[src/rtl/spawn_pkg.sv]
// Shared types for the enemy spawn controller.
// Holds the FSM state enum and the lane geometry constants.
package spawn_pkg;

  localparam int NUM_LANES = 4;
  localparam int LANE_W    = 2;

  typedef enum logic [2:0] {
    S_IDLE,
    S_WAIT,
    S_REQ,
    S_CHECK,
    S_SCAN,
    S_OFFER
  } state_t;

endpackage

[src/rtl/lane_pick.sv]
// Lowest-index free lane priority encoder.
// Ports: i_busy (lane occupied flags), o_lane (lowest free), o_all_busy.
module lane_pick
  import spawn_pkg::*;
(
  input  logic [NUM_LANES-1:0] i_busy,
  output logic [LANE_W-1:0]    o_lane,
  output logic                 o_all_busy
);

  // Scan from the top so the lowest free index is the last one written.
  always_comb begin
    o_lane = '0;
    for (int i = NUM_LANES - 1; i >= 0; i--) begin
      if (!i_busy[i]) o_lane = LANE_W'(i);
    end
  end

  assign o_all_busy = &i_busy;

endmodule

[src/rtl/spawn_ctrl.sv]
// Periodic enemy spawner: random lane draw with retries, fallback scan,
// valid/ack offer of lane + Y, and live enemy bookkeeping.
// Ports: clk, resetN, enable, startOfFrame, rand_req/rand_in, slot_busy,
// enemy_killed, spawn_valid/lane/y, spawn_ack, live_count.
module spawn_ctrl
  import spawn_pkg::*;
#(
  parameter int PERIOD_FRAMES = 120,
  parameter int MAX_ENEMIES   = 4,
  parameter int MAX_RETRY     = 3,
  parameter int LANE_BASE     = 32,
  parameter int LANE_PITCH    = 96
) (
  input  logic                 clk,
  input  logic                 resetN,
  input  logic                 enable,
  input  logic                 startOfFrame,
  output logic                 rand_req,
  input  logic [LANE_W-1:0]    rand_in,
  input  logic [NUM_LANES-1:0] slot_busy,
  input  logic                 enemy_killed,
  output logic                 spawn_valid,
  output logic [LANE_W-1:0]    spawn_lane,
  output logic [10:0]          spawn_y,
  input  logic                 spawn_ack,
  output logic [2:0]           live_count
);

  localparam int FW = (PERIOD_FRAMES < 1) ? 1
                    : $clog2(PERIOD_FRAMES + 1);
  localparam int RW = (MAX_RETRY < 1) ? 1
                    : $clog2(MAX_RETRY + 1);

  localparam logic [FW-1:0] PER  = FW'(PERIOD_FRAMES);
  localparam logic [RW-1:0] MAXR = RW'(MAX_RETRY);
  localparam logic [2:0]    MAXL = 3'(MAX_ENEMIES);

  state_t              r_state;
  state_t              w_state_next;
  logic [FW-1:0]       r_frame_cnt;
  logic [RW-1:0]       r_retry;
  logic [LANE_W-1:0]   r_lane;
  logic [10:0]         r_y;
  logic [2:0]          r_live;
  logic [2:0]          w_live_next;
  logic                w_acc;
  logic                w_rand_busy;
  logic [LANE_W-1:0]   w_pick_lane;
  logic                w_all_busy;
  logic [LANE_W-1:0]   w_sel_lane;
  logic [10:0]         w_sel_y;
  logic                w_enter_wait;
  logic                w_enter_offer;

  lane_pick u_pick (
    .i_busy     (slot_busy),
    .o_lane     (w_pick_lane),
    .o_all_busy (w_all_busy)
  );

  assign w_acc       = (r_state == S_OFFER) && spawn_ack;
  assign w_rand_busy = slot_busy[rand_in];
  assign w_sel_lane  = (r_state == S_CHECK) ? rand_in
                                             : w_pick_lane;
  assign w_sel_y     = 11'(LANE_BASE
                     + int'(w_sel_lane) * LANE_PITCH);

  assign w_enter_wait  = (w_state_next == S_WAIT)
                      && (r_state != S_WAIT);
  assign w_enter_offer = (w_state_next == S_OFFER)
                      && (r_state != S_OFFER);

  // Accept and kill in the same cycle cancel out.
  always_comb begin
    w_live_next = r_live;
    case ({w_acc, enemy_killed})
      2'b10: if (r_live < MAXL) w_live_next = r_live + 3'd1;
      2'b01: if (r_live != 3'd0) w_live_next = r_live - 3'd1;
      default: ;
    endcase
  end

  always_ff @(posedge clk or negedge resetN) begin
    if (!resetN) r_state <= S_IDLE;
    else         r_state <= w_state_next;
  end

  // The live check uses next-cycle count so a kill releases the
  // held period straight into REQ.
  always_comb begin
    w_state_next = r_state;
    unique case (r_state)
      S_IDLE:
        if (enable) w_state_next = S_WAIT;
      S_WAIT:
        if (!enable) w_state_next = S_IDLE;
        else if (r_frame_cnt >= PER && w_live_next < MAXL)
          w_state_next = S_REQ;
      S_REQ:
        w_state_next = enable ? S_CHECK : S_IDLE;
      S_CHECK:
        if (!enable) w_state_next = S_IDLE;
        else if (!w_rand_busy) w_state_next = S_OFFER;
        else if (r_retry < MAXR) w_state_next = S_REQ;
        else w_state_next = S_SCAN;
      S_SCAN:
        if (!enable) w_state_next = S_IDLE;
        else if (w_all_busy) w_state_next = S_WAIT;
        else w_state_next = S_OFFER;
      S_OFFER:
        if (spawn_ack)
          w_state_next = enable ? S_WAIT : S_IDLE;
      default:
        w_state_next = S_IDLE;
    endcase
  end

  always_comb begin
    rand_req    = (r_state == S_REQ);
    spawn_valid = (r_state == S_OFFER);
    spawn_lane  = r_lane;
    spawn_y     = r_y;
    live_count  = r_live;
  end

  always_ff @(posedge clk or negedge resetN) begin
    if (!resetN) begin
      r_frame_cnt <= '0;
      r_retry     <= '0;
    end else if (w_enter_wait) begin
      r_frame_cnt <= '0;
      r_retry     <= '0;
    end else begin
      if (r_state == S_WAIT && startOfFrame
          && r_frame_cnt < PER)
        r_frame_cnt <= r_frame_cnt + 1'b1;
      if (r_state == S_CHECK && w_state_next == S_REQ)
        r_retry <= r_retry + 1'b1;
    end
  end

  // Offer payload is latched once on entry and held until accepted.
  always_ff @(posedge clk or negedge resetN) begin
    if (!resetN) begin
      r_lane <= '0;
      r_y    <= '0;
    end else if (w_enter_offer) begin
      r_lane <= w_sel_lane;
      r_y    <= w_sel_y;
    end
  end

  always_ff @(posedge clk or negedge resetN) begin
    if (!resetN) r_live <= '0;
    else         r_live <= w_live_next;
  end

endmodule

[config.mk]
export PLATFORM = sky130hd
export DESIGN_NAME = spawn_ctrl
export DESIGN_NICKNAME = d
export VERILOG_FILES = /design/src/rtl/spawn_pkg.sv /design/src/rtl/lane_pick.sv /design/src/rtl/spawn_ctrl.sv
export SDC_FILE = /design/constraint.sdc
export NUM_CORES = 1
export LEC_CHECK = 0
export CAP_MARGIN = 20
export CORE_MARGIN = 2
export CORE_UTILIZATION = 45
export CTS_BUF_LIST = sky130_fd_sc_hd__clkbuf_4 sky130_fd_sc_hd__clkbuf_8
export DETAILED_ROUTE_END_ITERATION = 16
export HOLD_SLACK_MARGIN = 0.15
export PLACE_DENSITY_LB_ADDON = 0.08
export SYNTH_ARGS = -nofsm -noshare
export SYNTH_HDL_FRONTEND = slang
export SYNTH_SLANG_ARGS = --single-unit
[constraint.sdc]
create_clock -name clk -period 2.74 [get_ports clk]
set_input_delay 0.822 -clock clk [delete_from_list [all_inputs] [get_ports clk]]
set_output_delay 0.822 -clock clk [all_outputs]
set_load 0.01 [all_outputs]
# --- Word-level counts from Yosys, hierarchy flattened ---
# Cells that the tools add are included.
totals:
  ff_bits: 28
  input_bits: 12
  elab_cells: 68
op_classes:
  add_sub_neg: 5
  n_mul: 1
  order_cmp: 6
  eq_ne: 12
  mux: 26
  n_reduce_logical: 12
ops:
  columns: ["cell", "n"]
  rows:
  - ["3-bit 2-to-1 mux", 11]
  - ["3-bit case mux with 6 select lines", 1]
  - ["2-bit 2-to-1 mux", 8]
  - ["7-bit 2-to-1 mux", 2]
  - ["6-bit by 9-bit adder with 10-bit output (first input constant)", 1]
  - ["3-bit by 2-bit == test with 1-bit output (second input constant)", 3]
  - ["3-bit == test (second input constant)", 3]
  - ["7-bit by 1-bit adder with 7-bit output (second input constant)", 1]
  - ["7-bit greater-or-equal comparator (second input constant)", 1]
  - ["1-bit logical AND", 7]
  - ["7-bit < comparator (second input constant)", 1]
  - ["3-bit by 1-bit == test with 1-bit output (second input constant)", 2]
  - ["3-bit < comparator (second input constant)", 2]
  - ["3-bit case mux with 2 select lines", 1]
  - ["2-bit by 2-bit multiplier with 4-bit output (second input constant)", 1]
  - ["4-bit AND reduction", 1]
  - ["2-bit nonzero test", 2]
  - ["3-bit by 1-bit adder with 3-bit output (second input constant)", 1]
  - ["3-bit logical NOT", 1]
  - ["2-bit by 3-bit < comparator with 1-bit output (second input constant)", 1]
  - ["3-bit by 1-bit inequality test with 1-bit output (second input constant)", 1]
  - ["3-bit inequality test (second input constant)", 1]
  - ["3-bit nonzero test", 1]
  - ["3-bit by 1-bit subtractor with 3-bit output (second input constant)", 1]
  - ["6 further kinds", 7]

# --- Logic depth before layout (Yosys ltp) ---
depth:
  depth_word: 13
  depth_mapped: 12

# --- Cells and area by module ---
# Synthesis repeated with hierarchy kept, for this count alone.
unflattened:
  hier_cells: 155
  area_unflattened_um2: 1536.5
modules_own_cells:
  columns: ["module", "n_inst", "cells_per_inst", "area_each_um2", "seq_area_each_um2"]
  rows:
  - ["spawn_ctrl", 1, 149, 1506.4, 525.5]
  - ["lane_pick", 1, 6, 30.0, 0.0]

# --- Worst setup path after synthesis ---
# No wires, ideal clock.
synth_path:
  kind: "input to register"
  from: "input spawn_ack"
  to: "register r_lane[0], in the netlist spawn_lane[0]"
  setup_time_ns: 0.125
  arrival_ns: 2.325
  required_time_ns: 2.615
  path_slack_ns: 0.290
  stages: 9
  cell_sequence: "nand2_1 -> inv_1 -> ha_1 -> nor3_1 -> nand3_1 -> nand4_1 -> o21ai_1 -> a21oi_4 -> mux2_4"
synth_between:
  elab_chain_len: 10
  word_cells_on_any_way: 12
  classes_between: "1 x order compare; 3 x eq/ne; 5 x mux; 3 x reduce/logical"
synth_lines:
  columns: ["item", "line_no", "rtl"]
  rows:
  - ["from (decl)", "spawn_ctrl.sv:25", "input logic spawn_ack,"]
  - ["1-bit logical AND *", "spawn_ctrl.sv:61", "assign w_acc = (r_state == S_OFFER) && spawn_ack;"]
  - ["2-bit by 1-bit == test with 1-bit output or 2-bit == test (tied branches)", "spawn_ctrl.sv:76", "case ({w_acc, enemy_killed})"]
  - ["3-bit case mux with 2 select lines *", "spawn_ctrl.sv:76", null]
  - ["via w_live_next[2]", "spawn_ctrl.sv:45", "logic [2:0] w_live_next;"]
  - ["3-bit < comparator *", "spawn_ctrl.sv:97", "else if (r_frame_cnt >= PER && w_live_next < MAXL)"]
  - ["1-bit logical AND *", "spawn_ctrl.sv:97", null]
  - ["3-bit 2-to-1 mux *", "spawn_ctrl.sv:97", null]
  - ["3-bit 2-to-1 mux *", "spawn_ctrl.sv:96", "if (!enable) w_state_next = S_IDLE;"]
  - ["3-bit case mux with 6 select lines *", "spawn_ctrl.sv:92", "unique case (r_state)"]
  - ["3-bit == test *", "spawn_ctrl.sv:70", "assign w_enter_offer = (w_state_next == S_OFFER)"]
  - ["1-bit logical AND *", "spawn_ctrl.sv:71", "&& (r_state != S_OFFER);"]
  - ["to (signal assigned)", "spawn_ctrl.sv:148", "r_lane <= w_sel_lane;"]
  - ["to (decl)", "spawn_ctrl.sv:42", "logic [LANE_W-1:0] r_lane;"]
# Mark *: on every way through the listed nets, which the timed path passes. The rest lies on a longest branch.
# A chain may end at the register's enable or synchronous reset.

# --- Worst setup path in the final report ---
layout_path:
  from: "input spawn_ack"
  to: "register r_y[8], in the netlist spawn_y[8]"
layout_between:
  elab_chain_len: 10
  word_cells_on_any_way: 12
  classes_between: "1 x order compare; 3 x eq/ne; 5 x mux; 3 x reduce/logical"
layout_lines:
  columns: ["item", "line_no", "rtl"]
  rows:
  - ["1-bit logical AND *", "spawn_ctrl.sv:61", null]
  - ["2-bit by 1-bit == test with 1-bit output or 2-bit == test (tied branches)", "spawn_ctrl.sv:76", null]
  - ["3-bit case mux with 2 select lines *", "spawn_ctrl.sv:76", null]
  - ["via w_live_next[2]", "spawn_ctrl.sv:45", null]
  - ["3-bit < comparator *", "spawn_ctrl.sv:97", null]
  - ["1-bit logical AND *", "spawn_ctrl.sv:97", null]
  - ["3-bit 2-to-1 mux *", "spawn_ctrl.sv:97", null]
  - ["3-bit 2-to-1 mux *", "spawn_ctrl.sv:96", null]
  - ["3-bit case mux with 6 select lines *", "spawn_ctrl.sv:92", null]
  - ["3-bit == test *", "spawn_ctrl.sv:70", null]
  - ["1-bit logical AND *", "spawn_ctrl.sv:71", null]
  - ["to (signal assigned)", "spawn_ctrl.sv:149", "r_y <= w_sel_y;"]
  - ["to (decl)", "spawn_ctrl.sv:43", "logic [10:0] r_y;"]
# Marks and branches as above.

==> flow_metrics.py <==
metrics = {
    "outcome": {
        "status": "completed",
    },
    "placed_design": {
        "io_buffers": 23,
        "post-place-ws_ps": -325.8,
        "hpwl_microns": 2222,
        "gp_congestion": 0.7815,
    },
    "timing": {
        "min_period_over_period": 0.9617,
        "setup_slack_ps": 104.8,
        "fin_setup_tns_ps": 0,
        "holdWs_ps": 525.0,
        "rsz0062_at_grt": "no",
        "fin_worst_skew_ps": 3.684,
        "setup_viol": 0,
        "final.min_clock_period_ps": 2635,
        "fmax_ghz": 0.3795,
        "slew_viol_final": 0,
        "final_hold_viol_count": 0,
    },
    "route": {
        "avgRoutedWirePerCell_microns": 11.84,
        "vias": 1161,
        "firstDrtPassIters": 4,
        "via_per_inst": 4.878,
        "antenna_left": 0,
        "drt_iter0_drc": 75,
        "drc_errors": 0,
        "wirelength_microns": 2819,
    },
    "setup_path": {
        "worstPathArrival_ps": 2840,
        "reg2reg_setup_slack_ps": 320,
        "crit_family": "buffers and inverters",
        "cp_num_buf_inv": 3,
        "cp-end-kind": "flip-flop",
        "cp_max_fo": 7,
        "path_cells": "clkdlybuf4s50_1 -> nand2_1 -> inv_1 -> ha_1 -> o21ai_1 -> nand4_1 -> o21ai_2 -> a21oi_4 -> buf_12 -> mux2_4",
        "worstPathRequired_ps": 2940,
        "critPathMaxStageDelay_ps": 420,
        "path_class": "in -> reg",
        "critical_path_cell_count": 10,
        "startpoint_type": "primary input",
        "rr_worst_depth": 11,
        "slowest_stage": "clkdlybuf4s50_1",
    },
    "yosys": {
        "synthCells": 155,
        "yosys-top-cells-count": "dfrtp_1, nor2_1, ha_1",
        "synth-async-reset-ratio": 1.000,
        "synth.most_common_cell": "dfrtp_1",
        "netlist.area_leader.share": 0.3586,
        "synth_top_cell_by_area": "dfrtp_1",
        "ys.flop_type": "dfrtp_1",
        "synth_edf_count": 0,
        "ys_warn_count": 0,
        "ys_types": 44,
        "netlist_area_sq_um": 1535,
        "synth-seq-area-share": 0.3586,
        "syn_area_per_cell_sq_um": 9.905,
        "ys_seq_elements": 22,
        "synth.top_cells.by_area": "dfrtp_1, ha_1, mux2_4, mux2i_1, nor2_1",
    },
    "clock_tree": {
        "cts.path.max_buffers": 2,
        "cts_buffers": 3,
        "cts_num_sinks": 22,
        "tritoncts": "yes",
        "cts.clk_slew.worst_paths_ps": 130,
        "cts_root_buffer": "clkbuf_4",
        "cts_max_level": 1,
        "clk_latency_ps": 300,
    },
    "power": {
        "ir_drop_mv": 0.1819,
        "pwr-share-comb": 0.242,
        "clkPwrFrac": 0.243,
        "p_per_area_nw_per_um2": 380.4,
        "swShare": 0.2903,
        "leakage_uw": 0.0009226,
        "intPower_uw": 522.9,
        "seq_power_share": 0.515,
        "switchingPower_uw": 213.9,
    },
    "final_layout": {
        "final_util": 0.5850,
        "area_growth_pct": 26.16,
        "antenna_cells": 0,
        "final_net_count": 218,
        "drive_above_1_share": 0.1771,
        "fillCellCount": 302,
    },
    "die": {
        "die_width_microns": 62.41,
        "ios": 30,
        "rows": 21,
        "die_y_microns": 62.41,
        "die-area_sq_um": 3895,
        "coreArea_sq_um": 3311,
        "start_util": 0.4637,
    },
    "grt": {
        "grt_usage": 0.1615,
        "grt_pass1_wl_microns": 5154,
        "antenna_found_initial": 0,
        "grt_pass1_vias": 1164,
        "grt_max_degree": 23,
        "grt-ovfl-total": 0,
    },
    "hold_path": {
        "hold_path_class": "reg -> reg",
        "hold_depth": 2,
    },
    "job": {
        "cap_violations": 0,
    },
}
==> area by class of cell <==
type	instances	area, sq um	share of cell area
Multi-Input combinational cell	118	907.1	0.4683
Tap cell	46	57.56	0.02972
Sequential cell	22	550.5	0.2842
Timing Repair Buffer	36	340.3	0.1757
Clock buffer	4	36.28	0.01873
Inverter	12	45.04	0.02326
==> cells by family after synthesis <==
kind of cell	after synthesis	synth area share
AOI/OAI and AO/OA	18	0.08233
xor gates and xnor gates	6	0.03424
adders and majority gates	13	0.1060
buffers and inverters	20	0.06519
DFF	22	0.3586
muxes	14	0.1117
other	1	0.002443
and+or+nand+nor	61	0.2396
==> stage by stage <==
step / instance area, sq um / power [uW] / instances
finish: 1937 / 736.9 / 238
global route: 1937 / 798.5 / 238
CTS: 1913 / 748.8 / 237
detailed placement: 1877 / 565.1 / 233
global placement: 1877 / 559.2 / 233
floorplan: 1554 / 493.7 / 160
==> placed cells by master, fill, tap and decap left out, types with 2 or more instances in the layout <==
master	synthesis	layout
a21oi_1	3	3
inv_1	11	11
nand3b_1	3	3
nor3b_1	2	2
o21ai_2	1	2
clkdlybuf4s50_1	0	23
ha_1	13	13
xor2_1	3	3
mux2_4	6	6
nor2b_1	2	2
nor3_1	4	4
xnor2_1	3	3
nand3_1	7	7
nor3b_2	3	3
nand4_1	3	3
o21ai_1	4	3
clkbuf_4	0	3
nand2_1	11	11
dfrtp_1	22	22
buf_4	6	12
mux2i_1	7	7
nand2b_1	2	2
nor2_1	15	15
and3_1	2	2
conb_1	1	6
==> layer usage <==
metal | share of wire | routed length [microns] | GRT usage | vias up
met5 | 0 | 0 | 0 | -
met3 | 0.029 | 82 | 0.02883 | 2
met2 | 0.50 | 1397 | 0.2782 | 19
met1 | 0.47 | 1326 | 0.2133 | 545
li1 | - | - | - | 595
met4 | 0.0046 | 13 | 0.03333 | 0
==> final timing paths <==
check                          startpoint             end
min reg2reg                r_frame_cnt[6]  r_frame_cnt[6]
min in group asynchronous          resetN   live_count[0]
min                        r_frame_cnt[6]  r_frame_cnt[6]
max in group asynchronous          resetN      r_retry[1]
max reg2reg                    r_state[2]      spawn_y[8]
max                             spawn_ack      spawn_y[8]
==> state kept, by name, summed over array words and instances, names as in the netlist <==
| register | count |
|---|---|
| r_retry | 2 |
| live_count | 3 |
| r_frame_cnt | 7 |
| spawn_lane | 2 |
| spawn_y | 5 |
| r_state | 3 |
==> what timing repair did <==
| action | CTS | global route |
|---|---|---|
| endpoints found under the setup margin | 0 | 7 |
| resized for setup | 0 | 1 |
| hold buffers | 0 | 0 |
| setup buffers | 0 | 1 |
==> power groups by stage <==
stage               clock [uW]  combinational, uW  sequential [uW]
detailed placement           0                180              385
floorplan                    0                110              383
global placement             0                175              384
finish                     179                178              379
global route               210                204              385
CTS                        189                181              379
==> worst reg2reg max path, stage by stage, from the launching register on <==
cell      delay [ps]
dfrtp_1          480
nand3b_1         180
inv_1             70
nand2_1          100
inv_1             50
ha_1             310
o21ai_1          150
nand4_1          190
o21ai_2          250
a21oi_4           90
buf_12           150
mux2_4           290
Note: power is estimated with default switching activity, not from simulation.
